File: config.mk
export PLATFORM = sky130hd
export DESIGN_NAME = mem_io_unit
export DESIGN_NICKNAME = d
export VERILOG_FILES = /design/src/rtl/mem_io_pkg.sv /design/src/rtl/mem_io_fifo.sv /design/src/rtl/mem_io_unit.sv
export SDC_FILE = /design/constraint.sdc
export NUM_CORES = 1
export LEC_CHECK = 0
export BUFFER_PORTS_ARGS = -buffer_cell sky130_fd_sc_hd__buf_2
export CORE_MARGIN = 8
export CORE_UTILIZATION = 45
export CTS_CLUSTER_SIZE = 12
export DETAILED_ROUTE_END_ITERATION = 10
export GPL_ROUTABILITY_DRIVEN = 0
export PLACE_DENSITY = 0.88
export SLEW_MARGIN = 20
export SYNTH_ARGS = -nofsm -noshare
export SYNTH_HDL_FRONTEND = slang
export SYNTH_SLANG_ARGS = --single-unit
File: constraint.sdc
create_clock -name clk -period 2.41 [get_ports clk]
set_input_delay 0.1205 -clock clk [delete_from_list [all_inputs] [get_ports clk]]
set_output_delay 0.1205 -clock clk [all_outputs]
set_load 0.1 [all_outputs]
File: src/rtl/mem_io_pkg.sv
// rtl/mem_io_pkg.sv - opcode fields and shared constants for the load/store and byte-I/O unit
package mem_io_pkg;

  localparam logic [2:0] OPC_MEM  = 3'b111;
  localparam logic [2:0] OPC_IO   = 3'b011;
  localparam int         DIR_BIT  = 3;
  localparam int         TAG_NONE = 0;

  // Sign-extend the 16-bit immediate to the 32-bit operand width
  function automatic logic [31:0] sext_imm(input logic [15:0] v);
    return {{16{v[15]}}, v};
  endfunction

endpackage

File: src/rtl/mem_io_fifo.sv
// rtl/mem_io_fifo.sv - synchronous FIFO with occupancy count, no empty bypass
module mem_io_fifo
  import mem_io_pkg::*;
#(
  parameter int WIDTH = 8,
  parameter int DEPTH = 4,
  localparam int PW = $clog2(DEPTH),
  localparam int CW = PW + 1
) (
  input  logic             clk,
  input  logic             rst,
  input  logic             push,
  input  logic [WIDTH-1:0] push_data,
  input  logic             pop,
  output logic             full,
  output logic             empty,
  output logic [WIDTH-1:0] head,
  output logic [CW-1:0]    count
);

  logic [WIDTH-1:0] mem_q [DEPTH];
  logic [WIDTH-1:0] mem_d [DEPTH];
  logic [PW-1:0]    wr_ptr_q, wr_ptr_d;
  logic [PW-1:0]    rd_ptr_q, rd_ptr_d;
  logic [CW-1:0]    cnt_q, cnt_d;
  logic             do_push, do_pop;

  assign full  = (cnt_q == CW'(DEPTH));
  assign empty = (cnt_q == '0);
  assign head  = empty ? '0 : mem_q[rd_ptr_q];
  assign count = cnt_q;

  // A full FIFO refuses pushes even when popped in the same cycle
  always_comb begin
    do_push  = push && !full;
    do_pop   = pop && !empty;
    mem_d    = mem_q;
    wr_ptr_d = wr_ptr_q;
    rd_ptr_d = rd_ptr_q;
    if (do_push) begin
      mem_d[wr_ptr_q] = push_data;
      wr_ptr_d        = wr_ptr_q + PW'(1);
    end
    if (do_pop) begin
      rd_ptr_d = rd_ptr_q + PW'(1);
    end
    cnt_d = cnt_q + CW'(do_push) - CW'(do_pop);
  end

  // Pointer and count registers; pointers wrap naturally at DEPTH
  always_ff @(posedge clk) begin
    if (rst) begin
      wr_ptr_q <= '0;
      rd_ptr_q <= '0;
      cnt_q    <= '0;
    end else begin
      wr_ptr_q <= wr_ptr_d;
      rd_ptr_q <= rd_ptr_d;
      cnt_q    <= cnt_d;
    end
  end

  // Storage needs no reset: head is masked while empty
  always_ff @(posedge clk) begin
    mem_q <= mem_d;
  end

endmodule

File: src/rtl/mem_io_unit.sv
// rtl/mem_io_unit.sv - pipelined load/store plus FIFO-buffered byte I/O; MEM_IO_STAT_EN adds counters
module mem_io_unit
  import mem_io_pkg::*;
#(
  parameter int ADDR_W   = 17,
  parameter int TAG_W    = 6,
  parameter int MEM_LAT  = 2,
  parameter int IO_DEPTH = 4
) (
  input  logic              clk,
  input  logic              rst,
  input  logic [5:0]        ope,
  input  logic [31:0]       ds_val,
  input  logic [31:0]       dt_val,
  input  logic [TAG_W-1:0]  dd,
  input  logic [15:0]       imm,
  output logic              is_busy,
  output logic [TAG_W-1:0]  mem_addr,
  output logic [31:0]       mem_dd_val,
  output logic [TAG_W-1:0]  io_addr,
  output logic [31:0]       io_dd_val,
  output logic [ADDR_W-1:0] d_addr,
  output logic [31:0]       d_wdata,
  input  logic [31:0]       d_rdata,
  output logic              d_en,
  output logic              d_we,
  input  logic [7:0]        io_in_data,
  input  logic              io_in_vld,
  output logic              io_in_rdy,
  output logic [7:0]        io_out_data,
  output logic              io_out_vld,
  input  logic              io_out_rdy
`ifdef MEM_IO_STAT_EN
  ,
  output logic [31:0]       stat_loads,
  output logic [31:0]       stat_stores,
  output logic [31:0]       stat_io_stall
`endif
);

  localparam int CNT_W = $clog2(IO_DEPTH) + 1;

  logic              is_mem, is_io, is_ld, in_req, out_req, busy;
  logic [31:0]       addr_sum;
  logic              in_push, in_pop, in_full, in_empty;
  logic [7:0]        in_head;
  logic [CNT_W-1:0]  in_count, in_cnt_nxt;
  logic              out_push, out_pop, out_full, out_empty;
  logic [CNT_W-1:0]  out_count;

  logic [ADDR_W-1:0] d_addr_q, d_addr_d;
  logic [31:0]       d_wdata_q, d_wdata_d;
  logic              d_we_q, d_we_d;
  logic [TAG_W-1:0]  s1_tag_q, s1_tag_d;
  logic [TAG_W-1:0]  chain_q [MEM_LAT];
  logic [TAG_W-1:0]  chain_d [MEM_LAT];
  logic [TAG_W-1:0]  mem_addr_q, mem_addr_d;
  logic [31:0]       mem_dd_val_q, mem_dd_val_d;
  logic [TAG_W-1:0]  io_addr_q, io_addr_d;
  logic [31:0]       io_dd_val_q, io_dd_val_d;
  logic              io_in_rdy_q, io_in_rdy_d;

  logic              unused_ok;
  assign unused_ok = ^{ope[5:4], addr_sum[31:ADDR_W], out_count};

  // Opcode decode and the combinational stall decision
  always_comb begin
    is_mem   = (ope[2:0] == OPC_MEM);
    is_io    = (ope[2:0] == OPC_IO);
    is_ld    = ope[DIR_BIT];
    in_req   = is_io && is_ld;
    out_req  = is_io && !is_ld;
    busy     = (in_req && in_empty) || (out_req && out_full);
    addr_sum = ds_val + sext_imm(imm);
  end

  // FIFO handshakes; io_in_rdy is registered so it implies not-full
  always_comb begin
    in_push    = io_in_vld && io_in_rdy_q;
    in_pop     = in_req && !busy;
    out_push   = out_req && !busy;
    out_pop    = io_out_vld && io_out_rdy;
    in_cnt_nxt = in_count + CNT_W'(in_push) - CNT_W'(in_pop);
  end

  mem_io_fifo #(.WIDTH(8), .DEPTH(IO_DEPTH)) u_in_fifo (
    .clk       (clk),
    .rst       (rst),
    .push      (in_push),
    .push_data (io_in_data),
    .pop       (in_pop),
    .full      (in_full),
    .empty     (in_empty),
    .head      (in_head),
    .count     (in_count)
  );

  mem_io_fifo #(.WIDTH(8), .DEPTH(IO_DEPTH)) u_out_fifo (
    .clk       (clk),
    .rst       (rst),
    .push      (out_push),
    .push_data (ds_val[7:0]),
    .pop       (out_pop),
    .full      (out_full),
    .empty     (out_empty),
    .head      (io_out_data),
    .count     (out_count)
  );

  // Next state: RAM request stage, load tag chain, and both writeback ports
  always_comb begin
    d_addr_d  = d_addr_q;
    d_wdata_d = d_wdata_q;
    d_we_d    = 1'b0;
    s1_tag_d  = TAG_W'(TAG_NONE);
    if (is_mem) begin
      d_addr_d  = addr_sum[ADDR_W-1:0];
      d_wdata_d = dt_val;
      d_we_d    = !is_ld;
      if (is_ld) begin
        s1_tag_d = dd;
      end
    end
    chain_d[0] = s1_tag_q;
    for (int i = 1; i < MEM_LAT; i++) begin
      chain_d[i] = chain_q[i-1];
    end
    mem_addr_d   = chain_q[MEM_LAT-1];
    mem_dd_val_d = (chain_q[MEM_LAT-1] != TAG_W'(TAG_NONE)) ? d_rdata : 32'd0;
    io_addr_d    = TAG_W'(TAG_NONE);
    io_dd_val_d  = 32'd0;
    if (in_pop) begin
      io_addr_d   = dd;
      io_dd_val_d = {24'd0, in_head};
    end
    io_in_rdy_d = (in_cnt_nxt != CNT_W'(IO_DEPTH));
  end

  // Pipeline registers; reset discards any in-flight load tags
  always_ff @(posedge clk) begin
    if (rst) begin
      d_addr_q     <= '0;
      d_wdata_q    <= '0;
      d_we_q       <= 1'b0;
      s1_tag_q     <= '0;
      for (int i = 0; i < MEM_LAT; i++) begin
        chain_q[i] <= '0;
      end
      mem_addr_q   <= '0;
      mem_dd_val_q <= '0;
      io_addr_q    <= '0;
      io_dd_val_q  <= '0;
      io_in_rdy_q  <= 1'b0;
    end else begin
      d_addr_q     <= d_addr_d;
      d_wdata_q    <= d_wdata_d;
      d_we_q       <= d_we_d;
      s1_tag_q     <= s1_tag_d;
      chain_q      <= chain_d;
      mem_addr_q   <= mem_addr_d;
      mem_dd_val_q <= mem_dd_val_d;
      io_addr_q    <= io_addr_d;
      io_dd_val_q  <= io_dd_val_d;
      io_in_rdy_q  <= io_in_rdy_d;
    end
  end

  assign is_busy    = busy;
  assign mem_addr   = mem_addr_q;
  assign mem_dd_val = mem_dd_val_q;
  assign io_addr    = io_addr_q;
  assign io_dd_val  = io_dd_val_q;
  assign d_addr     = d_addr_q;
  assign d_wdata    = d_wdata_q;
  assign d_we       = d_we_q;
  assign d_en       = 1'b1;
  assign io_in_rdy  = io_in_rdy_q;
  assign io_out_vld = !out_empty;

`ifdef MEM_IO_STAT_EN
  logic [31:0] stat_loads_q, stat_loads_d;
  logic [31:0] stat_stores_q, stat_stores_d;
  logic [31:0] stat_io_stall_q, stat_io_stall_d;

  // Event counters wrap at 2^32
  always_comb begin
    stat_loads_d    = stat_loads_q + 32'(is_mem && is_ld);
    stat_stores_d   = stat_stores_q + 32'(is_mem && !is_ld);
    stat_io_stall_d = stat_io_stall_q + 32'(busy);
  end

  // Counter registers
  always_ff @(posedge clk) begin
    if (rst) begin
      stat_loads_q    <= '0;
      stat_stores_q   <= '0;
      stat_io_stall_q <= '0;
    end else begin
      stat_loads_q    <= stat_loads_d;
      stat_stores_q   <= stat_stores_d;
      stat_io_stall_q <= stat_io_stall_d;
    end
  end

  assign stat_loads    = stat_loads_q;
  assign stat_stores   = stat_stores_q;
  assign stat_io_stall = stat_io_stall_q;
`endif

endmodule
==> flow_summary.json <==
{
  "drv_slew": 0,
  "root_buffer": "clkbuf_16",
  "dp_slack_ns": 0.193,
  "layout_setup_ws_ns": 0.0466,
  "die_h_um": 148,
  "critPathMaxStageDelay_ns": 0.55,
  "worstMarginPinSlew_ns": 1.03,
  "pwr_density_cell_nw_per_um2": 856,
  "fmax_mhz": 423,
  "slowest_stage": "dlygate4sd3_1",
  "ant_nets": 0,
  "clk_pin_slew_ns": 0.08,
  "nNetsFinal": 1173,
  "period_needed_ns": 2.36,
  "routed_wl_um": 22500,
  "worstPathMaxFanout": 5,
  "cp_cell_sequence": "dlygate4sd3_1, buf_2, ha_1, fa_1, a21oi_1, nand4b_1, a21oi_1, o22ai_1, xor2_1, a211oi_1",
  "min_period_over_period_pct": 98.1,
  "rows": 48,
  "clockPowerShare_pct": 29.6,
  "p_comb_share_pct": 29.0,
  "end_kind": "register",
  "finalSetupViolCount": 0,
  "r2r_slack_ns": 0.23,
  "vias": 6231,
  "internal-power_uw": 5750,
  "crit_required_ns": 2.70,
  "yosysSeqAreaShare_pct": 58.7,
  "drt_first_pass_iters": 5,
  "grt_max_degree": 42,
  "holdPathEnd": "d_we",
  "p_total_uw": 9100,
  "fin_skew_ns": 0.00926,
  "grt_pass1_wl_um": 34500,
  "min_delay_path_depth": 2,
  "fin_tns_setup_ns": 0,
  "cts_max_level": 4,
  "switching_share_pct": 36.8,
  "grt_antenna_before_repair": 2,
  "clk_latency_ns": 0.43,
  "crit_path_start_kind": "primary input",
  "reg2reg_to": "io_in_rdy",
  "dieArea_sq_um": 22000,
  "viasPerCell": 5.01,
  "routedWlPerCell_um": 18.1,
  "cts.path.max_buffers": 2,
  "ys_ff_latch": 199,
  "min-delay-path-class": "primary input to register",
  "vdd.ir_drop.worst_v": 0.000652,
  "cap_violations": 0,
  "seq_power_share_pct": 41.4,
  "nFillCells": 1290,
  "drt_iter0_markers": 494,
  "syn_area_sq_um": 7880,
  "area_delta_synth_final_pct": 34.9,
  "cp_top_family": "buffers and inverters",
  "cts_setup_buffers": 0,
  "yosysWarnings": 0,
  "r2r-start": "u_in_fifo.count[0]",
  "grt_pass1_vias": 6269,
  "cts_tree": "built",
  "cts.sinks": 199,
  "syn_area_per_cell_sq_um": 11.4,
  "worstSetupPathType": "primary input to register",
  "hold_start": "ope[3]",
  "path_buf_inv": 2,
  "io_buffers": 231,
  "drive_gt1_share_pct": 29.7,
  "rsz0062_at_grt": "true",
  "hold_slack_ns": 0.0537,
  "drc_errors": 0,
  "r2r_cells": 9,
  "ioPinCount": 274,
  "netlist_instances": 691,
  "numCtsBuffers": 17,
  "yosys.cell_types.count": 51,
  "async_flop_share_pct": 0,
  "ys.flop_type": "dfxtp_1",
  "power.switching_uw": 3350,
  "core_sq_um": 17200,
  "power.leakage_uw": 0.00470,
  "synth_edf_count": 64,
  "maxSlewHeadroom_pct": 31.1,
  "critPathArrivalTime_ns": 2.65,
  "status": "finished, final reports clean",
  "start_util_pct": 45.7,
  "overflow": 0,
  "die_w_um": 148,
  "hold_viol": 0,
  "dp_hpwl_um": 15100,
  "crit_path_frequent_cell": "a21oi_1",
  "grt_usage_pct": 20.1
}
[repair_timing]
action,4_1_cts,5_1_grt
hold buffers,86,0
endpoints found under the setup margin,0,7
hold endpoints to repair,140,0
resized for setup,0,3
[worst max path at each step]
stage | from | to | cells after the start
after global placement | ds_val[1] | d_addr[15] | 8
after CTS | u_out_fifo.rd_ptr_q[0] | io_out_data[7] | 3
after global routing | ds_val[1] | d_addr[15] | 9
final | ds_val[0] | d_addr[10] | 10
after floorplan | u_out_fifo.count[1] | u_out_fifo.count[2] | 9
after detailed placement | ds_val[1] | d_addr[15] | 8
[logic make-up (layout without fill, tap and decap cells)]
group	after synthesis	count (layout)	synth area share, %
muxes	19	19	4.96
DFF	199	199	58.7
and+or+nand+nor	240	240	15.7
AOI/OAI and AO/OA	99	99	7.51
adders and majority gates	34	34	5.78
buffers and inverters	76	378	4.83
other	2	27	0.0953
xor gates and xnor gates	22	22	2.45
[final cells by class]
cell class	instances	area [sq um]	share of cell area, %
inverters	16	60.1	0.565
clock buffers	18	429	4.04
well taps	225	282	2.65
flip-flops and latches	199	4630	43.5
multi-input cells	439	2980	28.0
diodes	2	5.00	0.0471
clock inverters	14	134	1.26
repair buffers	330	2110	19.9
[cells in the mapped netlist, drive strengths merged, types with 2 or more instances]
| library cell | number | area [sq um] |
|---|---|---|
| dfxtp | 135 | 2700 |
| nand2 | 86 | 323 |
| edfxtp | 64 | 1920 |
| a21oi | 56 | 280 |
| and2 | 50 | 313 |
| buf | 33 | 219 |
| ha | 30 | 375 |
| clkbuf | 27 | 101 |
| and3 | 26 | 163 |
| nor2 | 25 | 93.8 |
| nor2b | 22 | 138 |
| inv | 16 | 60.1 |
| mux4 | 16 | 360 |
| xnor2 | 13 | 114 |
| o21ai | 11 | 55.1 |
| nand3 | 10 | 50.1 |
| xor2 | 9 | 78.8 |
| a211oi | 6 | 50.1 |
| a21o | 5 | 37.5 |
| a31oi | 5 | 31.3 |
| fa | 4 | 80.1 |
| o21a | 4 | 30.0 |
| mux2i | 3 | 30.0 |
| or3 | 3 | 18.8 |
| conb | 2 | 7.51 |
| nand2b | 2 | 12.5 |
| nand4 | 2 | 12.5 |
| nand4b | 2 | 17.5 |
| nor3 | 2 | 10.0 |
| nor3b | 2 | 20.0 |
| nor4 | 2 | 12.5 |
| o21bai | 2 | 15.0 |
| o22ai | 2 | 12.5 |
| or4 | 2 | 15.0 |
[worst register-to-register path, stage by stage (launching register included)]
cell	delay, ns
dfxtp_1	0.33
nor3_1	0.41
nor3b_1	0.11
ha_1	0.28
inv_1	0.05
ha_1	0.13
inv_1	0.05
fa_1	0.38
xor2_1	0.17
a31oi_1	0.19
[layer usage]
layer | part of all wire [%] | GRT usage [%]
met4 | 3.2 | 9.64
met5 | 0 | 0
met2 | 49 | 33.0
met1 | 39 | 23.8
met3 | 8.8 | 5.99
[placed cells by master (no fill, tap or decap), types with 3 or more instances in the layout]
cell           count
a21o_1             5
clkbuf_16         17
buf_4             13
inv_8              4
inv_1             16
edfxtp_1          64
conb_1            25
dlygate4sd3_1     86
dfxtp_1          133
a21oi_1           54
mux4_2            16
o21a_1             4
xnor2_1           13
nor2_1            25
and3_1            25
fa_1               4
inv_6              4
and2_1            50
mux2i_1            3
a31oi_1            5
ha_1              30
or3_1              3
nor2b_1           22
nand3_1            9
xor2_1             9
a211oi_1           5
o21ai_0           10
nand2_1           86
buf_2            231
[stage by stage]
step | cell area, sq um | utilization, % | std cells
detailed placement | 9190 | 53.3 | 1123
floorplan | 7970 | - | 714
CTS | 10600 | 61.6 | 1241
finish | 10600 | 61.7 | 1243
global placement | 9190 | 53.3 | 1123
global route | 10600 | 61.7 | 1243
[registers in the layout (all words and copies together) (netlist names), 2 cells and up]
register	cells
s1_tag_q	6
u_out_fifo.count	3
io_dd_val	8
u_in_fifo.count	3
u_in_fifo.wr_ptr_q	2
d_wdata	32
io_addr	6
chain_d	6
u_in_fifo.rd_ptr_q	2
u_out_fifo.rd_ptr_q	2
u_out_fifo.mem_q	32
mem_addr	6
u_out_fifo.wr_ptr_q	2
u_in_fifo.mem_q	32
mem_addr_d	6
mem_dd_val	32
d_addr	17
[power groups by stage]
stage | registers [uW] | clock network (uW) | logic (uW)
6_report | 3760 | 2690 | 2640
5_1_grt | 3790 | 2890 | 2790
4_1_cts | 3760 | 2780 | 2630
3_5_place_dp | 3830 | 0 | 2500
3_3_place_gp | 3830 | 0 | 2450
2_1_floorplan | 4120 | 0 | 1730
Note: power is estimated with default switching activity, not from simulation.
